$ cat config.mk
export PLATFORM = sky130hd
export DESIGN_NAME = fp32_sqrt_result_stage
export DESIGN_NICKNAME = d
export VERILOG_FILES = /design/src/rtl/fp32_sqrt_result_stage.sv
export SDC_FILE = /design/constraint.sdc
export NUM_CORES = 1
export LEC_CHECK = 0
export CORE_UTILIZATION = 45
export DETAILED_ROUTE_END_ITERATION = 16
export GPL_TIMING_DRIVEN = 0
export PLACE_DENSITY = 0.76
export SETUP_SLACK_MARGIN = 0.05
export SLEW_MARGIN = 10
export SYNTH_ARGS = -nofsm -noshare
export SYNTH_HDL_FRONTEND = slang
export SYNTH_SLANG_ARGS = --single-unit
$ cat constraint.sdc
create_clock -name clk -period 3.5 [get_ports clk]
set_input_delay 0.7 -clock clk [delete_from_list [all_inputs] [get_ports clk]]
set_output_delay 0.7 -clock clk [all_outputs]
set_load 0.05 [all_outputs]
$ cat src/rtl/fp32_sqrt_result_stage.sv
// Registered result stage behind the combinational FP32 sqrt: 2-entry FIFO of {y, exc, tag},
// sticky IEEE flags accumulated on retire, and a wrapping retired-result counter.
module fp32_sqrt_result_stage #(
  parameter int TAG_W = 4,
  parameter int CNT_W = 16
) (
  input  logic             clk,
  input  logic             rst,
  input  logic             in_valid,
  output logic             in_ready,
  input  logic [31:0]      in_y,
  input  logic [4:0]       in_exc,
  input  logic [TAG_W-1:0] in_tag,
  output logic             out_valid,
  input  logic             out_ready,
  output logic [31:0]      out_y,
  output logic [4:0]       out_exc,
  output logic [TAG_W-1:0] out_tag,
  input  logic             flags_clr,
  output logic [4:0]       fflags,
  output logic [CNT_W-1:0] retired_cnt
);

  localparam int ENT_W = 32 + 5 + TAG_W;

  logic             wr_ptr_q, wr_ptr_d;
  logic             rd_ptr_q, rd_ptr_d;
  logic [1:0]       occ_q, occ_d;
  logic [4:0]       fflags_q, fflags_d;
  logic [CNT_W-1:0] cnt_q, cnt_d;
  logic             push, pop;
  logic [ENT_W-1:0] head;

  // Handshake terms depend only on registered occupancy, so out_ready never reaches in_ready.
  assign in_ready  = (occ_q != 2'd2);
  assign out_valid = (occ_q != 2'd0);
  assign push      = in_valid & in_ready;
  assign pop       = out_valid & out_ready;

  genvar gi;
  generate
    for (gi = 0; gi < 2; gi++) begin : g_ent
      localparam bit IDX = (gi == 1);
      logic [ENT_W-1:0] ent_q, ent_d;

      always_comb begin
        ent_d = ent_q;
        if (push && (wr_ptr_q == IDX)) begin
          ent_d = {in_y, in_exc, in_tag};
        end
      end

      always_ff @(posedge clk or posedge rst) begin
        if (rst) begin
          ent_q <= '0;
        end else begin
          ent_q <= ent_d;
        end
      end
    end
  endgenerate

  assign head = rd_ptr_q ? g_ent[1].ent_q : g_ent[0].ent_q;

  always_comb begin
    wr_ptr_d = wr_ptr_q ^ push;
    rd_ptr_d = rd_ptr_q ^ pop;
    occ_d    = occ_q + {1'b0, push} - {1'b0, pop};
    // A clear coinciding with a pop keeps only the retiring entry's flags.
    fflags_d = (flags_clr ? 5'd0 : fflags_q) | (pop ? head[TAG_W +: 5] : 5'd0);
    cnt_d    = cnt_q + {{(CNT_W-1){1'b0}}, pop};
  end

  always_ff @(posedge clk or posedge rst) begin
    if (rst) begin
      wr_ptr_q <= 1'b0;
      rd_ptr_q <= 1'b0;
      occ_q    <= 2'd0;
      fflags_q <= 5'd0;
      cnt_q    <= '0;
    end else begin
      wr_ptr_q <= wr_ptr_d;
      rd_ptr_q <= rd_ptr_d;
      occ_q    <= occ_d;
      fflags_q <= fflags_d;
      cnt_q    <= cnt_d;
    end
  end

  assign out_y       = head[ENT_W-1 -: 32];
  assign out_exc     = head[TAG_W +: 5];
  assign out_tag     = head[TAG_W-1:0];
  assign fflags      = fflags_q;
  assign retired_cnt = cnt_q;

endmodule

* After elaboration in Yosys (flattened, before gate mapping)
Index checks and enable logic that the tools add are counted.
Word-level totals: RAM bits 0, bits in latches 0, memory bits (read-only) 0, word-level logic and storage cells 23, flip-flop bits (word level) 107, output and inout bits 64, memories kept 0
Cells by class: multiply operators 0, add/subtract/negate cells 3, order comparisons 0, shift operators 0, reductions and logical operators 3, bitwise gates (word level) 6, multiplexer cells 3, equal/unequal tests 1, div/mod/pow operators 0
Operator list (number):
- $mux W41 | 1
- $add A16 B1 Y16 | 1
- $mux W5 | 2
- $or A5 B5 Y5 | 1
- $add A2 B1 Y2 | 1
- $and A1 B1 Y1 | 2
- $logic_and A1 B1 Y1 | 2
- $ne A2 B2 Y1 const B | 1
- $reduce_bool A2 Y1 | 1
- $sub A2 B1 Y2 | 1
- $xor A1 B1 Y1 | 2
- $not A1 Y1 | 1

* Logic depth before layout (Yosys ltp)
depth in word-level cells 4, depth in mapped cells 7, gate-level depth less buffers 7

* Worst setup path before layout
No wires, ideal clock.
kind register to register, start reg occ_q[0], end reg g_ent[0].ent_q[0], arrival time 1.955 ns, setup time 0.125 ns, setup slack 1.420 ns, data required time 3.375 ns, cell stages (with the launch flop) 7, cell sequence dfrtp_1 > nand2b_1 > and2_1 > ha_1 > clkbuf_1 > buf_2 > mux2_2
On the way: longest elaborated chain between the ends 3
RTL lines:
- start, declared | line 28 | logic [1:0] occ_q, occ_d;
- start signal, assigned | line 78 | occ_q <= 2'd0;
- start signal, assigned | line 84 | occ_q <= occ_d;
- $ne A2 B2 Y1 | line 35 | assign in_ready = (occ_q != 2'd2);
- named net in_ready | line 10 | output logic in_ready,
- $and A1 B1 Y1 | line 37 | assign push = in_valid & in_ready;
- $logic_and A1 B1 Y1 | line 48 | if (push && (wr_ptr_q == IDX)) begin
- end signal, assigned | line 57 | ent_q <= ent_d;
- end, declared | line 44 | logic [ENT_W-1:0] ent_q, ent_d;
The timed path passes the listed nets, and every way through them passes these cells. A chain may end at the register's enable or synchronous reset.

* Worst setup path after layout
start reg rd_ptr_q, end out out_y[4]
On the way: longest elaborated chain between the ends 1
RTL lines:
- start, declared | line 27 | logic rd_ptr_q, rd_ptr_d;
- start signal, assigned | line 83 | rd_ptr_q <= rd_ptr_d;
- $mux W41 | line 63 | assign head = rd_ptr_q ? g_ent[1].ent_q : g_ent[0].ent_q;
- end, declared | line 16 | output logic [31:0] out_y,
No other way between the ends.

==> results.sh <==
export IMPL_grt_pass1_vias=3237
export IMPL_drc=0
export IMPL_crit_family="buffers and inverters"
export IMPL_worstHoldPathType="reg -> reg"
export IMPL_postCtsSetupRepairBufs=0
export IMPL_syn_nets=370
export IMPL_yosys_warnings=0
export IMPL_area_growth_syn_to_layout_pct=32.4
export IMPL_final_nets=493
export IMPL_port_buffers=109
export IMPL_fin_crit_ns=3.26
export IMPL_cts_root_buf="clkbuf_8"
export IMPL_htreeDepth=3
export IMPL_critical_path_endpoint_type="primary output"
export IMPL_synth_top_area_frac=0.576
export IMPL_r2r_slack_ns=1.50
export IMPL_crit_buf_inv=4
export IMPL_dp_hpwl_um=6690
export IMPL_insertion_delay_ns=0.37
export IMPL_vias_per_cell=4.98
export IMPL_slew_viol_final=0
export IMPL_placed_area_um2=5970
export IMPL_crit_arrival_ns=2.56
export IMPL_final_cells=580
export IMPL_n_antenna_cell=0
export IMPL_synth_top_area_cell="dfrtp_1"
export IMPL_run_status="complete, no violations"
export IMPL_synth_most_common_cell="mux2_2"
export IMPL_synthCells=319
export IMPL_crit_top_cell="buf_2"
export IMPL_cts_sinks=107
export IMPL_critical_path_class="reg -> out"
export IMPL_rsz0062_at_grt="false"
export IMPL_setup_tns_final_ns=0
export IMPL_cpMaxStageDelayCell="clkdlybuf4s50_1"
export IMPL_rows=36
export IMPL_finalHoldViolations=0
export IMPL_cp_start_kind="flip-flop"
export IMPL_drt_iter0_drc=31
export IMPL_critical_path_max_stage_delay_ns=0.72
export IMPL_cp_required_ns=2.80
export IMPL_timing_fmax_mhz=307
export IMPL_ys_seq_elements=107
export IMPL_clk_pin_slew_ns=0.11
export IMPL_fillers=801
export IMPL_antenna_found_initial=0
export IMPL_grt_max_degree=41
export IMPL_antenna_left=0
export IMPL_synth_cell_types=27
export IMPL_crit_chain="buf_2 -> buf_2 -> buf_2 -> mux2_2 -> clkdlybuf4s50_1"
export IMPL_core_area_um2=9910
export IMPL_start_util=0.469
export IMPL_ys_dominant_reg_cell="dfrtp_1"
export IMPL_wire_per_inst_um=15.9
export IMPL_finalCritPeriodShare=0.931
export IMPL_groute_usage_overall=0.185
export IMPL_mappedNetlistArea_um2=4650
export IMPL_die_h_um=104
export IMPL_postCtsHoldBufs=0
export IMPL_cts_made_buffers=9
export IMPL_cap_violations=0
export IMPL_cts_resized=0
export IMPL_synth_common_cells="mux2_2, dfrtp_1, buf_2, nand2_1"
export IMPL_placed_cells=564
export IMPL_vias=2890
export IMPL_slew_headroom=0.638
export IMPL_ys_seq_area_frac=0.576
export IMPL_globalplace_congestion=0.771
export IMPL_cts_tree="yes"
export IMPL_postSynthAreaPerCell_um2=14.6
export IMPL_die_w_um=104
export IMPL_async_flop_share=1.00
export IMPL_finClkSkew_ns=0.0168
export IMPL_clock_path_buffers=2
export IMPL_finalSetupViolations=0
export IMPL_io_pins=110
export IMPL_grt_ovfl_total=0
export IMPL_wirelength_um=9230
export IMPL_grt_pass1_wl_um=15900
export IMPL_synthTopCellsByArea="dfrtp_1, mux2_2, xnor2_1"
export IMPL_firstDrtPassIters=4
export IMPL_synth_edff_count=0
export IMPL_path_max_fanout=10
export IMPL_worst_slew_pin_slew_ns=0.542
export IMPL_die_area_um2=10700
export IMPL_final_area_um2=6160
export IMPL_drive_gt1_frac=0.362
-- per-stage QoR --
step	util	setup WS (ns)	hold slack, ns
after global placement	0.597	0.515	0.466
after detailed placement	0.603	0.603	0.468
after global routing	0.621	0.104	0.518
after floorplan	-	1.42	0.475
final	0.621	0.241	0.480
after CTS	0.621	0.189	0.485
-- path summary, 6_finish.rpt --
check                                          startpoint                             end  cells after the start
worst max-delay path                   rd_ptr_q$_DFF_PP0_                        out_y[4]                      5
worst min-delay path            retired_cnt[15]$_DFF_PP0_       retired_cnt[15]$_DFF_PP0_                      1
worst max register to register         occ_q[0]$_DFF_PP0_  g_ent[1].ent_q[12]$_DFFE_PP0P_                      6
worst min register to register  retired_cnt[15]$_DFF_PP0_       retired_cnt[15]$_DFF_PP0_                      1
max in group asynchronous                             rst        retired_cnt[2]$_DFF_PP0_                      4
min in group asynchronous                             rst  g_ent[0].ent_q[36]$_DFFE_PP0P_                      2
-- layer usage --
metal | up-vias | GRT usage | part of all wire
li1 | 1356 | - | -
met5 | - | 0 | 0
met1 | 1431 | 0.247 | 0.45
met4 | 0 | 0.0602 | 0.013
met2 | 91 | 0.298 | 0.47
met3 | 12 | 0.0466 | 0.063
-- layout by cell type, fill, tap and decap left out, types with 3 or more instances in the layout --
cell / count
buf_12: 3
dfrtp_1: 107
nor2_1: 3
ha_1: 5
nand3_1: 9
nand2_1: 11
mux2_2: 123
clkdlybuf4s50_1: 109
buf_2: 11
o21ai_0: 5
inv_1: 8
clkbuf_8: 10
xor2_1: 8
xnor2_1: 9
-- state kept, by name (all words and copies together) (netlist names) --
name and cells:
fflags 5, g_ent.ent_q 82, occ_q 2, rd_ptr_q 1, retired_cnt 16, wr_ptr_q 1
-- area by class of cell --
class,count,area [µm²],share of cell area
clock inverters,6,47.5,0.00772
flip-flops and latches,107,2680,0.435
inverters,9,37.5,0.00610
multi-input cells,188,1860,0.303
repair buffers,112,1150,0.187
well taps,133,166,0.0270
clock buffers,10,138,0.0223
plain buffers,15,77.6,0.0126
-- logic make-up after synthesis --
family | count (synthesis) | synth area share
multiplexers | 123 | 0.298
flip-flops | 107 | 0.576
AND/OR/NAND/NOR | 36 | 0.0490
buffers and inverters | 24 | 0.0239
XOR/XNOR | 17 | 0.0320
AO/OA/AOI/OAI | 7 | 0.00834
adder cells (fa/ha/maj) | 5 | 0.0134
Power is not shown: default switching activity piles up to over one toggle a cycle in this logic, so the estimate is an artifact.
